===== config.mk =====
export PLATFORM = sky130hd
export DESIGN_NAME = cdu_drive_scheduler
export DESIGN_NICKNAME = d
export VERILOG_FILES = /design/src/rtl/cdu_drive_scheduler.sv
export SDC_FILE = /design/constraint.sdc
export NUM_CORES = 1
export LEC_CHECK = 0
export ABC_AREA = 1
export BUFFER_PORTS_ARGS = -buffer_cell sky130_fd_sc_hd__buf_2
export CORE_MARGIN = 2
export CORE_UTILIZATION = 50
export CTS_CLUSTER_DIAMETER = 40
export CTS_CLUSTER_SIZE = 12
export DETAILED_ROUTE_END_ITERATION = 12
export GPL_ROUTABILITY_DRIVEN = 0
export PLACE_DENSITY = 0.66
export SETUP_SLACK_MARGIN = 0.2
export SKIP_LAST_GASP = 1
export SLEW_MARGIN = 0
export SYNTH_ARGS = -nofsm -noshare
export SYNTH_HDL_FRONTEND = slang
export SYNTH_SLANG_ARGS = --single-unit

===== constraint.sdc =====
create_clock -name clk -period 6.7 [get_ports clk]
set_input_delay 1.34 -clock clk [delete_from_list [all_inputs] [get_ports clk]]
set_output_delay 1.34 -clock clk [all_outputs]
set_load 0.01 [all_outputs]

===== src/rtl/cdu_drive_scheduler.sv =====
// cdu_drive_scheduler
//   Drives the five CDU counters (X,Y,Z,T,S) toward target angles held in a small
//   monitor register file. Each 800 Hz tick marks every enabled, off-target channel
//   as pending; a round-robin arbiter then issues one step at a time on the
//   cdu_req/cdu_sel/cdu_dir handshake and waits for cdu_ack (or gives up on timeout).
//
// Ports
//   clk, rst_n            clock, asynchronous active-low reset
//   read_en, write_en     monitor register strobes (addr, data_in)
//   write_done            one-cycle write acknowledge
//   data_out              read data, one cycle after read_en, otherwise 0
//   n800SET               800 Hz timing input, rising edge = scheduling tick
//   cdu_req/sel/dir       step request, channel, direction (1 = PCDU, 0 = MCDU)
//   cdu_ack               single-cycle step acknowledge
//
// State | meaning
//   IDLE | waiting for a pending channel; grants one when found
//   REQ  | cdu_req high, waiting for cdu_ack or timeout
//   GAP  | one dead cycle so grants are at least 3 cycles apart
module cdu_drive_scheduler #(
    parameter int          NUM_CH   = 5,
    parameter int          TIMEOUT  = 1023,
    parameter logic [15:0] BASE_TGT = 16'h00,
    parameter logic [15:0] BASE_POS = 16'h08,
    parameter logic [15:0] REG_CTRL = 16'h10,
    parameter logic [15:0] REG_OVR  = 16'h11,
    parameter logic [15:0] REG_TMO  = 16'h12
) (
    input  logic        clk,
    input  logic        rst_n,
    input  logic        read_en,
    input  logic        write_en,
    output logic        write_done,
    input  logic [15:0] addr,
    input  logic [15:0] data_in,
    output logic [15:0] data_out,
    input  logic        n800SET,
    output logic        cdu_req,
    output logic [2:0]  cdu_sel,
    output logic        cdu_dir,
    input  logic        cdu_ack
);

    typedef enum logic [1:0] {S_IDLE = 2'd0, S_REQ = 2'd1, S_GAP = 2'd2} state_t;

    state_t             r_state, w_state_nxt;
    logic               r_set_d, r_set_d2, w_tick;
    logic [14:0]        r_tgt [NUM_CH];
    logic [14:0]        r_pos [NUM_CH];
    logic [14:0]        w_diff [NUM_CH];
    logic [NUM_CH-1:0]  r_ctrl, r_pending, w_pending_nxt;
    logic [2:0]         r_sel, r_last, w_grant_sel;
    logic               r_dir, w_grant_vld, w_grant_dir;
    logic [15:0]        r_wait, r_ovr, r_tmo, r_data_out, w_rd_data;
    logic               r_write_done;
    logic [15:0]        w_tgt_off, w_pos_off;
    logic               w_tgt_wr, w_pos_wr, w_ctrl_wr, w_ovr_wr, w_tmo_wr;
    logic               w_in_req, w_step, w_tmo_evt;
    logic [7:0]         w_ovr_inc;
    logic [16:0]        w_ovr_sum;

    assign w_tick     = r_set_d & ~r_set_d2;
    assign w_tgt_off  = addr - BASE_TGT;
    assign w_pos_off  = addr - BASE_POS;
    assign w_tgt_wr   = write_en && (w_tgt_off < 16'(NUM_CH));
    assign w_pos_wr   = write_en && (w_pos_off < 16'(NUM_CH));
    assign w_ctrl_wr  = write_en && (addr == REG_CTRL);
    assign w_ovr_wr   = write_en && (addr == REG_OVR);
    assign w_tmo_wr   = write_en && (addr == REG_TMO);

    assign write_done = r_write_done;
    assign data_out   = r_data_out;
    assign cdu_sel    = r_sel;
    assign cdu_dir    = r_dir;

    // Shortest-path distance; bit 14 set means the minus direction is shorter (or tied).
    always_comb begin
        for (int n = 0; n < NUM_CH; n++) begin
            w_diff[n] = r_tgt[n] - r_pos[n];
        end
    end

    // Round-robin: first pending channel strictly after r_last.
    always_comb begin
        int idx;
        idx         = 0;
        w_grant_vld = 1'b0;
        w_grant_sel = '0;
        w_grant_dir = 1'b0;
        for (int i = 1; i <= NUM_CH; i++) begin
            idx = int'(r_last) + i;
            if (idx >= NUM_CH) idx = idx - NUM_CH;
            if (!w_grant_vld && r_pending[idx]) begin
                w_grant_vld = 1'b1;
                w_grant_sel = 3'(idx);
                w_grant_dir = ~w_diff[idx][14];
            end
        end
    end

    // FSM state register
    always_ff @(posedge clk or negedge rst_n) begin
        if (!rst_n) r_state <= S_IDLE;
        else        r_state <= w_state_nxt;
    end

    // FSM next state
    always_comb begin
        w_state_nxt = r_state;
        case (r_state)
            S_IDLE:  if (w_grant_vld) w_state_nxt = S_REQ;
            S_REQ:   if (cdu_ack || r_wait == 16'd0) w_state_nxt = S_GAP;
            S_GAP:   w_state_nxt = S_IDLE;
            default: w_state_nxt = S_IDLE;
        endcase
    end

    // FSM outputs
    always_comb begin
        w_in_req  = (r_state == S_REQ);
        cdu_req   = w_in_req;
        w_step    = w_in_req && cdu_ack;
        w_tmo_evt = w_in_req && !cdu_ack && (r_wait == 16'd0);
    end

    // Pending flags and overrun count for this cycle.
    always_comb begin
        w_pending_nxt = r_pending;
        w_ovr_inc     = '0;
        for (int n = 0; n < NUM_CH; n++) begin
            if ((w_step || w_tmo_evt) && r_sel == 3'(n)) w_pending_nxt[n] = 1'b0;
            if (w_ctrl_wr && !data_in[n] && !(w_in_req && r_sel == 3'(n)))
                w_pending_nxt[n] = 1'b0;
            if (w_tick && r_ctrl[n] && w_diff[n] != 15'd0) begin
                if (r_pending[n]) w_ovr_inc = w_ovr_inc + 8'd1;
                w_pending_nxt[n] = 1'b1;
            end
        end
        w_ovr_sum = {1'b0, r_ovr} + 17'(w_ovr_inc);
    end

    always_comb begin
        w_rd_data = '0;
        if (w_tgt_off < 16'(NUM_CH))      w_rd_data = {1'b0, r_tgt[w_tgt_off[2:0]]};
        else if (w_pos_off < 16'(NUM_CH)) w_rd_data = {1'b0, r_pos[w_pos_off[2:0]]};
        else if (addr == REG_CTRL)        w_rd_data = 16'(r_ctrl);
        else if (addr == REG_OVR)         w_rd_data = r_ovr;
        else if (addr == REG_TMO)         w_rd_data = r_tmo;
    end

    always_ff @(posedge clk or negedge rst_n) begin
        if (!rst_n) begin
            r_set_d      <= 1'b0;
            r_set_d2     <= 1'b0;
            r_ctrl       <= '0;
            r_pending    <= '0;
            r_sel        <= '0;
            r_last       <= 3'(NUM_CH - 1);
            r_dir        <= 1'b0;
            r_wait       <= '0;
            r_ovr        <= '0;
            r_tmo        <= '0;
            r_data_out   <= '0;
            r_write_done <= 1'b0;
            for (int n = 0; n < NUM_CH; n++) begin
                r_tgt[n] <= '0;
                r_pos[n] <= '0;
            end
        end else begin
            r_set_d      <= n800SET;
            r_set_d2     <= r_set_d;
            r_write_done <= write_en;
            r_data_out   <= read_en ? w_rd_data : 16'd0;
            r_pending    <= w_pending_nxt;
            if (w_ctrl_wr) r_ctrl <= data_in[NUM_CH-1:0];

            if (r_state == S_IDLE && w_grant_vld) begin
                r_sel  <= w_grant_sel;
                r_dir  <= w_grant_dir;
                r_wait <= 16'(TIMEOUT - 1);
            end else if (w_in_req && r_wait != 16'd0) begin
                r_wait <= r_wait - 16'd1;
            end
            if (w_step) r_last <= r_sel;

            if (w_ovr_wr)           r_ovr <= '0;
            else if (w_ovr_sum[16]) r_ovr <= 16'hFFFF;
            else                    r_ovr <= w_ovr_sum[15:0];

            if (w_tmo_wr)                             r_tmo <= '0;
            else if (w_tmo_evt && r_tmo != 16'hFFFF) r_tmo <= r_tmo + 16'd1;

            // A same-cycle position write overrides the acknowledged step.
            for (int n = 0; n < NUM_CH; n++) begin
                if (w_tgt_wr && w_tgt_off == 16'(n)) r_tgt[n] <= data_in[14:0];
                if (w_pos_wr && w_pos_off == 16'(n))
                    r_pos[n] <= data_in[14:0];
                else if (w_step && r_sel == 3'(n))
                    r_pos[n] <= r_dir ? r_pos[n] + 15'd1 : r_pos[n] - 15'd1;
            end
        end
    end

endmodule

**After elaboration in Yosys (flattened, before gate mapping)**

Index checks and enable logic that the tools add are counted.

- Register bits after elaboration: 236
- Input port bits: 38
- Output and inout bits: 22
- Word-level logic and storage cells: 324

- Add/subtract/negate cells: 33
- Magnitude comparators: 19
- Equality and inequality tests: 19
- Muxes and demuxes: 111
- Bitwise gates (word level): 14
- Reductions and logical operators: 101

Operators with widths:

| cell | count |
|---|---|
| 15-bit 2-to-1 mux | 29 |
| 15-bit binary-select mux with 3-bit select | 7 |
| 16-bit 2-to-1 mux | 12 |
| 32-bit by 4-bit >= comparator with 1-bit output (second input constant) | 5 |
| 32-bit by 5-bit < comparator with 1-bit output (second input constant) | 5 |
| 32-bit 2-to-1 mux | 5 |
| 32-bit inverter | 5 |
| 15-bit by 1-bit adder with 15-bit output (second input constant) | 5 |
| 15-bit nonzero test | 5 |
| 15-bit by 1-bit subtractor with 15-bit output (second input constant) | 5 |
| 15-bit subtractor | 5 |
| 16-bit by 2-bit == test with 1-bit output (second input constant) | 4 |
| 8-bit 2-to-1 mux | 8 |
| 1-bit logical AND | 60 |
| 16-bit by 5-bit == test with 1-bit output (second input constant) | 3 |
| 16-bit zero test | 3 |
| 1-bit 2-to-1 mux | 37 |
| 8-bit by 1-bit adder with 8-bit output (second input constant) | 4 |
| 16-bit by 1-bit == test with 1-bit output (second input constant) | 2 |
| 16-bit by 3-bit == test with 1-bit output (second input constant) | 2 |
| 16-bit by 3-bit < comparator with 1-bit output (second input constant) | 2 |
| 4-bit by 3-bit subtractor with 5-bit output (second input constant) | 5 |
| 4-bit by 3-bit >= comparator with 1-bit output (second input constant) | 5 |
| 16-bit by 8-bit adder with 17-bit output | 1 |
| 29 further kinds | 73 |

**Logic depth before layout (Yosys ltp)**

Gate-level depths: netlist (run 1).

- Word-level depth: 21
- Depth in mapped cells: 46
- Gate-level depth less buffers: 46

**Least setup slack after synthesis (run 1)**

OpenSTA, ideal clock, no wires.

- Path type: reg2reg
- From: reg r_tgt[65] in the netlist's numbering
- To: reg r_ovr[14]
- Library setup time: 79 ps
- Arrival time: 5,725 ps
- Required time: 6,621 ps
- Setup slack: 896 ps
- Stages on the path, launching flop included: 38
- Buffers on the path: 0
- Clock period less this slack: 5,804 ps
- Cells stage by stage: dfrtp_1 -> ha_1 -> nand2_1 -> inv_1 -> a21oi_1 -> nand2_1 -> nand3_1 -> nand2_1 -> nand2_1 -> nand2_1 -> nor2_1 -> nand3_1 -> nand3_1 -> inv_1 -> ha_1 -> nand3b_1 -> nand2_1 -> inv_1 -> [... 2 more ...] -> nand2_1 -> and2_1 -> ha_1 -> nand2_1 -> nand2_1 -> ha_1 -> or2_2 -> o21ai_0 -> fa_1 -> o21ai_0 -> a21oi_1 -> nor2_1 -> nand4_1 -> nor3_1 -> inv_1 -> nor2_1 -> clkinv_1 -> a21oi_1

- Longest elaborated chain between the ends: 19

Ends and longest elaborated chain:

| element | RTL line | text |
|---|---|---|
| start: declaration | 48 | `logic [14:0] r_tgt [NUM_CH];` |
| start signal: indexed assignment | 195 | `if (w_tgt_wr && w_tgt_off == 16'(n)) r_tgt[n] <= data_in[14:0];` |
| 15-bit subtractor * | 79 | `w_diff[n] = r_tgt[n] - r_pos[n];` |
| 15-bit nonzero test * | 134 | `if (w_tick && r_ctrl[n] && w_diff[n] != 15'd0) begin` |
| 1-bit logical AND * | 134 |  |
| 1-bit 2-to-1 mux * | 134 |  |
| 8-bit by 1-bit adder with 8-bit output | 135 | `if (r_pending[n]) w_ovr_inc = w_ovr_inc + 8'd1;` |
| 8-bit 2-to-1 mux | 135 |  |
| 8-bit 2-to-1 mux * | 134 |  |
| 8-bit by 1-bit adder with 8-bit output | 135 |  |
| [... 3 more ...] | n/a |  |
| 8-bit 2-to-1 mux | 135 |  |
| 8-bit 2-to-1 mux * | 134 |  |
| 8-bit by 1-bit adder with 8-bit output | 135 |  |
| 8-bit 2-to-1 mux | 135 |  |
| 8-bit 2-to-1 mux * | 134 |  |
| 16-bit by 8-bit adder with 17-bit output * | 139 | `w_ovr_sum = {1'b0, r_ovr} + 17'(w_ovr_inc);` |
| 16-bit 2-to-1 mux * | 187 | `else if (w_ovr_sum[16]) r_ovr <= 16'hFFFF;` |
| 16-bit 2-to-1 mux * | 186 | `if (w_ovr_wr) r_ovr <= '0;` |
| end signal: assignment | 188 | `else r_ovr <= w_ovr_sum[15:0];` |
| end: declaration | 54 | `logic [15:0] r_wait, r_ovr, r_tmo, r_data_out, w_rd_data;` |

Every way passes the cells marked *; elsewhere a longest branch is shown, timed or not.
A chain may end at the register's enable or synchronous reset.

**Worst setup path after layout (run 1)**

- From: reg r_pos[68] in the netlist's numbering
- To: reg r_ovr[13]

- Longest elaborated chain between the ends: 19

Ends and longest elaborated chain:

| element | RTL line | text |
|---|---|---|
| start: declaration | 49 | `logic [14:0] r_pos [NUM_CH];` |
| start signal: indexed assignment | 197 | `r_pos[n] <= data_in[14:0];` |
| start signal: indexed assignment | 199 | `r_pos[n] <= r_dir ? r_pos[n] + 15'd1 : r_pos[n] - 15'd1;` |
| 15-bit subtractor * | 79 |  |
| 15-bit nonzero test * | 134 |  |
| 1-bit logical AND * | 134 |  |
| 1-bit 2-to-1 mux * | 134 |  |
| 8-bit by 1-bit adder with 8-bit output | 135 |  |
| 8-bit 2-to-1 mux | 135 |  |
| 8-bit 2-to-1 mux * | 134 |  |
| 8-bit by 1-bit adder with 8-bit output | 135 |  |
| [... 3 more ...] | n/a |  |
| 8-bit 2-to-1 mux | 135 |  |
| 8-bit 2-to-1 mux * | 134 |  |
| 8-bit by 1-bit adder with 8-bit output | 135 |  |
| 8-bit 2-to-1 mux | 135 |  |
| 8-bit 2-to-1 mux * | 134 |  |
| 16-bit by 8-bit adder with 17-bit output * | 139 |  |
| 16-bit 2-to-1 mux * | 187 |  |
| 16-bit 2-to-1 mux * | 186 |  |

Marked as above.

==> results of run 1 <==
-- power by group through the flow --
stage / Sequential (mW) / Clock (mW) / Combinational [mW]
3_5_place_dp: 2.23 / 0 / 5.94
5_1_grt: 2.25 / 2.61 / 7.01
3_3_place_gp: 2.21 / 0 / 5.78
4_1_cts: 2.20 / 2.55 / 5.99
6_report: 2.23 / 2.52 / 6.27
2_1_floorplan: 2.02 / 0 / 4.69
-- state kept, by name, indices dropped and copies added (netlist names) --
name	flops
r_ovr	16
r_last	3
r_set_d	1
r_ctrl	5
cdu_dir	1
r_wait	16
r_tgt	75
r_set_d2	1
r_pos	75
r_state	2
cdu_sel	3
r_pending	5
data_out	16
r_tmo	16
write_done	1
-- cells by family after synthesis --
family	after synthesis	share of synthesized area [%]
and+or+nand+nor	1238	26.4
AOI/OAI and AO/OA	639	19.4
buffers and inverters	517	9.84
DFF	236	29.2
adders and majority gates	165	10.4
xor gates and xnor gates	107	4.72
-- path summary, 6_finish.rpt --
path / slack [ns] / endpoint / startpoint / cells past startpoint
worst max register to register: 0.61 / r_ovr[13] / r_pos[68] / 42
worst max-delay path: 0.61 / r_ovr[13] / r_pos[68] / 42
worst min register to register: 0.38 / r_set_d2 / r_set_d / 0
worst min-delay path: 0.38 / r_set_d2 / r_set_d / 0
min in group asynchronous: 0.77 / r_pos[34] / rst_n / 1
max in group asynchronous: 4.71 / r_last[0] / rst_n / 2
-- synth_stat cells, types with 9 or more instances --
cell type,instances
a21oi_1,188
a221oi_1,19
a22oi_1,17
and2_1,9
buf_2,9
clkbuf_1,39
clkinv_1,16
dfrtp_1,235
ha_1,159
inv_1,429
inv_2,13
nand2_1,733
nand2_2,10
nand3_1,158
nand3b_1,17
nand4_1,38
nor2_1,187
nor3_1,45
o211ai_1,30
o21ai_0,175
o21ai_1,14
o21bai_1,12
o221ai_1,68
o22ai_1,54
o31ai_1,15
xnor2_1,37
xor2_1,69
-- routing by layer --
layer  vias to the layer above  track usage [%]
li1                       9986                -
met4                         0             15.3
met5                         -                0
met1                      9804             45.3
met3                       196             7.21
met2                       940             51.2
-- worst max-delay path: cells and delay by family (launching register included) --
family / cells / cell delay (ns)
AND/OR/NAND/NOR: 24 / 2.98
adder cells (fa/ha/maj): 6 / 1.67
buffers and inverters: 7 / 0.42
flip-flops: 1 / 0.38
AO/OA/AOI/OAI: 4 / 0.35
XOR/XNOR: 1 / 0.14
-- final cells by class --
cell class,count,area [um^2],area share [%]
Clock buffer,51,1230,5.31
Clock inverter,38,448,1.93
Inverter,460,1730,7.47
Multi-Input combinational cell,2149,12700,54.7
Sequential cell,236,5910,25.5
Tap cell,525,657,2.83
Timing Repair Buffer,88,538,2.32
-- timing repair --
item                                   CTS  global route
endpoints found under the hold margin    0             0
setup buffers                            0            12
hold buffers                             0             0
setup endpoints to repair                0            16
resized for setup                        0            80
-- metrics by stage --
stage	area [um^2]	power [mW]	worst slack [ns]
2_1_floorplan	20200	6.71	0.896
3_3_place_gp	21100	7.99	0.355
3_5_place_dp	21100	8.16	0.325
4_1_cts	22800	10.7	0.257
5_1_grt	23200	11.9	0.0922
6_report	23200	11.0	0.607
==> run_results.csv, run 1 <==
group,metric,value,unit
worst_setup_path,startpoint_type,"flop",
global_routing,grt_pass1_vias,19200,
synth,ys_warn_count,0,
global_routing,grt_pass1_wl,108000,um
run,max-cap-violations,0,
floorplan,row_count,73,
synth,synth-main-ff-cell,"dfrtp_1",
power_and_ir_drop,power.density,475,mW/mm^2
synth,post-synth-top-area-cell,"dfrtp_1",
global_routing,grt_start_max_net_pins,128,
synth,yosys_register_bits,236,
floorplan,die_h,205,um
synth,ys_top_cells_by_area,"dfrtp_1 29%, nand2_1 14%, ha_1 9.8%",
clocking,tritoncts,"yes",
finish,mostFrequentLayoutCells,"719 x nand2_1, 420 x inv_1, 234 x dfrtp_1, 184 x a21oi_1, 175 x nor2_1",
power_and_ir_drop,seqPwrFrac,20.2,%
power_and_ir_drop,p_int,5.64,mW
placement,dp_cells,3446,
drt,wl_met3,6930,um
timing,finalCritPeriodShare,90.9,%
timing,slew_violations,0,
drt,wl_met1,29900,um
drt,dr_total_vias,20900,
worst_setup_path,crit_top_cell,"inv_1",
drt,drtIter0Drc,2429,
timing,fmax,164,MHz
timing,post-route-min-period,6.09,ns
clocking,cts_root_buf,"clkbuf_16",
power_and_ir_drop,switching_share,48.8,%
timing,rsz0062_at_grt,"no",
power_and_ir_drop,power.leakage,11.7,nW
floorplan,die_w,205,um
clocking,clock_latency,0.59,ns
power_and_ir_drop,p_comb_share,56.9,%
drt,dr.pass1.iters,8,
clocking,htreeDepth,2,
worst_hold_path,worstHoldPathType,"flop to flop",
finish,insertedDiodeCount,0,
synth,netlist_instances,2902,
finish,final_cells,3547,
clocking,clk_pin_slew,0.06,ns
floorplan,ios,60,
synth,synth_cell_types,66,
placement,port_buffers,58,
finish,n_fill_cell,3795,
finish,fin_util,58.3,%
clocking,cts_max_path_buffers,3,
timing,setup_viol,0,
clocking,cts_buffers,48,
timing,maxSlewHeadroom,20.7,%
global_routing,grt-ovfl-total,0,
drt,ant_nets,0,
synth,syn_nets,3105,
synth,synth_edf_count,0,
worst_setup_path,cp.arrival,6.56,ns
power_and_ir_drop,pwr-share-clk,22.9,%
synth,async_flop_share,100,%
drt,wirelength,70900,um
timing,timing.hold.ws,0.384,ns
global_routing,gr-usage-all-layers,33.5,%
timing,timing_hold_violations_final,0,
worst_setup_path,path_max_fanout,5,
worst_setup_path,slowest_delay,0.38,ns
finish,nNetsFinal,3186,
finish,areaGrowthSynthToFinish,14.6,%
power_and_ir_drop,ir_drop,0.310,mV
drt,avgRoutedWirePerCell,20.0,um
timing,worst_slew_pin_slew,1.19,ns
synth,ys_seq_area_share,29.2,%
clocking,cts_sinks,236,
worst_setup_path,critPathSlowestCell,"dfrtp_1",
worst_setup_path,crit_type,"flop to flop",
floorplan,fp.dieArea,0.0421,mm^2
timing,setup_tns,0,ns
global_routing,antenna_found_initial,1,
synth,avgSynthCellArea,6.98,um^2
finish,drive_above_1_share,10.2,%
worst_setup_path,cp.required,7.16,ns
drt,drc,0,
worst_setup_path,endpoint_kind,"flop",
power_and_ir_drop,p_switching,5.38,mW
synth,synth.cell_area,0.0202,mm^2
outcome,status,"finished clean",
floorplan,coreArea,0.0398,mm^2
timing,fin_skew,0.0215,ns
drt,top_layer_used,"met4",
synth,synth_top_cell_area_share,29.0,%
drt,met2_wirelength,30400,um
floorplan,start_util,50.8,%
drt,vias_per_cell,5.90,
placement,dp_hpwl,53200,um
finish,final_common_cell,"nand2_1",
Note: power is estimated with default switching activity, not from simulation.
==> inputs of run 2 (changes only) <==
--- a/config.mk
+++ b/config.mk
@@ -6,7 +6,7 @@
 export NUM_CORES = 1
 export LEC_CHECK = 0
 export ABC_AREA = 1
-export BUFFER_PORTS_ARGS = -buffer_cell sky130_fd_sc_hd__buf_2
+export BUFFER_PORTS_ARGS = -buffer_cell sky130_fd_sc_hd__buf_4
 export CORE_MARGIN = 2
 export CORE_UTILIZATION = 50
 export CTS_CLUSTER_DIAMETER = 40
==> run 2 against run 1 <==
Effect of this change: final cell count decreased by 0.31%; hold slack got worse by 0.0078 ns; die area is the same; fmax shrank 0.19%; sequential cell count is the same; via count down 0.30%; sequential power is essentially flat; design area is 0.33% lower; clock skew is essentially flat; register-to-register slack about the same; setup slack lost 0.011 ns; clock power is 9.5% lower; largest cell class unchanged; largest power group unchanged; highest routed layer unchanged.
==> run_results.csv, run 2 (synthesis gave the netlist of run 1 again) <==
group,metric,value,unit
outcome,status,"finished clean",
timing,post-route-min-period,6.10,ns
worst_setup_path,startpoint_type,"flop",
drt,wirelength,70500,um
worst_setup_path,critPathSlowestCell,"ha_1",
clocking,clock_latency,0.58,ns
global_routing,grt_pass1_vias,19100,
clocking,cts_buffers,46,
timing,fin_skew,0.0211,ns
floorplan,die_h,205,um
power_and_ir_drop,p_switching,5.28,mW
power_and_ir_drop,seqPwrFrac,20.8,%
finish,register_area,0.00591,mm^2
power_and_ir_drop,ir_drop,0.315,mV
finish,areaGrowthSynthToFinish,14.3,%
clocking,tritoncts,"yes",
finish,mostFrequentLayoutCells,"716 x nand2_1, 416 x inv_1, 234 x dfrtp_1, 184 x a21oi_1, 174 x nor2_1",
drt,dr.pass1.iters,6,
timing,maxSlewHeadroom,26.8,%
power_and_ir_drop,switching_share,49.1,%
finish,multi_input_area,0.0127,mm^2
timing,worst_slew_pin_slew,1.10,ns
placement,placed_area,0.0212,mm^2
timing,setup_tns,0,ns
global_routing,grt_pass1_wl,108000,um
run,max-cap-violations,0,
timing,fmax,164,MHz
finish,final_cell_area,0.0231,mm^2
clocking,cts_root_buf,"clkbuf_16",
timing,slew_violations,0,
clocking,cts_sinks,236,
global_routing,grt-ovfl-total,0,
drt,drc,0,
drt,drtIter0Drc,2188,
finish,reg.largest.list,"r_pos (75), r_tgt (75)",
power_and_ir_drop,pwr-share-clk,21.2,%
drt,ant_nets,0,
power_and_ir_drop,power.leakage,11.7,nW
power_and_ir_drop,p_comb_share,58.0,%
timing,setup_viol,0,
floorplan,coreArea,0.0398,mm^2
floorplan,start_util,50.8,%
worst_setup_path,crit_type,"flop to flop",
placement,dp_hpwl,53200,um
floorplan,fp.dieArea,0.0421,mm^2
timing,finalCritPeriodShare,91.1,%
power_and_ir_drop,power.density,465,mW/mm^2
worst_setup_path,cp.arrival,6.56,ns
global_routing,gr-usage-all-layers,33.4,%
clocking,htreeDepth,2,
global_routing,antenna_found_initial,4,
worst_setup_path,cp.required,7.16,ns
drt,avgRoutedWirePerCell,19.9,um
power_and_ir_drop,p_int,5.49,mW
floorplan,ios,60,
worst_setup_path,r2r_slack,0.60,ns
drt,dr_total_vias,20900,
finish,nNetsFinal,3177,
floorplan,row_count,73,
worst_setup_path,endpoint_kind,"flop",
global_routing,grt_start_max_net_pins,156,
placement,port_buffers,58,
floorplan,die_w,205,um
finish,final_common_cell,"nand2_1",
drt,vias_per_cell,5.90,
clocking,clk_pin_slew,0.05,ns
timing,timing_hold_violations_final,0,
worst_setup_path,path_max_fanout,5,
finish,drive_above_1_share,9.90,%
finish,n_fill_cell,3797,
timing,rsz0062_at_grt,"no",
worst_hold_path,worstHoldPathType,"flop to flop",
worst_setup_path,crit_top_cell,"nand2_1",
worst_setup_path,slowest_delay,0.41,ns
clocking,cts_max_path_buffers,3,
run 2: changes by cell type in the layout (fill, tap and decap cells not counted), moves of 5 or more:
cell      before  now
buf_2         57    0
buf_4         29   79
clkinv_4       4    9
ha_1         138  143
ha_4          18   13
inv_6         15    2
run 2: critical path, delay by kind of cell, from the launching register on:
family,cells,cell delay [ns]
xor+xnor,1,0.14
buf+inv,7,0.51
compound gates,4,0.35
flops,1,0.36
simple gates,24,3.09
fa+ha+maj,5,1.56
run 2: final cells by class:
cell class,count,share of cell area (%)
Antenna cell,1,0.0108
Inverter,460,7.50
Clock buffer,54,5.24
Clock inverter,30,1.34
Sequential cell,236,25.5
Tap cell,525,2.84
Timing Repair Buffer,81,2.71
Multi-Input combinational cell,2149,54.8
run 2: worst paths after layout:
path / cells past startpoint / endpoint / from
setup / recovery: 41 / r_ovr[13] / r_pos[57]
hold / removal: 0 / r_set_d2 / r_set_d
setup reg to reg: 41 / r_ovr[13] / r_pos[57]
hold reg to reg: 0 / r_set_d2 / r_set_d
max in group asynchronous: 2 / r_tmo[13] / rst_n
min in group asynchronous: 1 / r_pos[33] / rst_n
run 2: through the flow:
| stage | instances | util (%) | total power, mW | worst slack [ns] | hold WS (ns) |
|---|---|---|---|---|---|
| floorplan | 2902 | - | 6.71 | 0.896 | 0.354 |
| global placement | 3447 | 53.3 | 8.01 | 0.383 | 0.363 |
| detailed placement | 3447 | 53.3 | 8.18 | 0.349 | 0.370 |
| CTS | 3531 | 57.2 | 10.5 | 0.263 | 0.380 |
| global route | 3536 | 58.1 | 11.6 | 0.130 | 0.398 |
| finish | 3536 | 58.1 | 10.8 | 0.595 | 0.377 |
run 2: metal layers:
layer  vias to the layer above  track usage (%)  wire, um
li1                       9941                -         -
met1                      9739             46.3     29700
met2                       983             50.4     30100
met3                       200             5.48      6900
met4                         0             16.8      3760
met5                         -            0.119         0
run 2: power groups by stage:
| stage | clock (mW) | combinational [mW] | sequential (mW) |
|---|---|---|---|
| after detailed placement | 0 | 5.95 | 2.23 |
| after CTS | 2.29 | 5.99 | 2.21 |
| after floorplan | 0 | 4.69 | 2.02 |
| after global routing | 2.37 | 6.98 | 2.27 |
| final | 2.28 | 6.25 | 2.24 |
| after global placement | 0 | 5.79 | 2.21 |
run 2: timing repair:
item	in CTS	in global routing
endpoints found under the setup margin	0	16
resized for setup	0	88
setup buffers	0	4
hold buffers	0	0
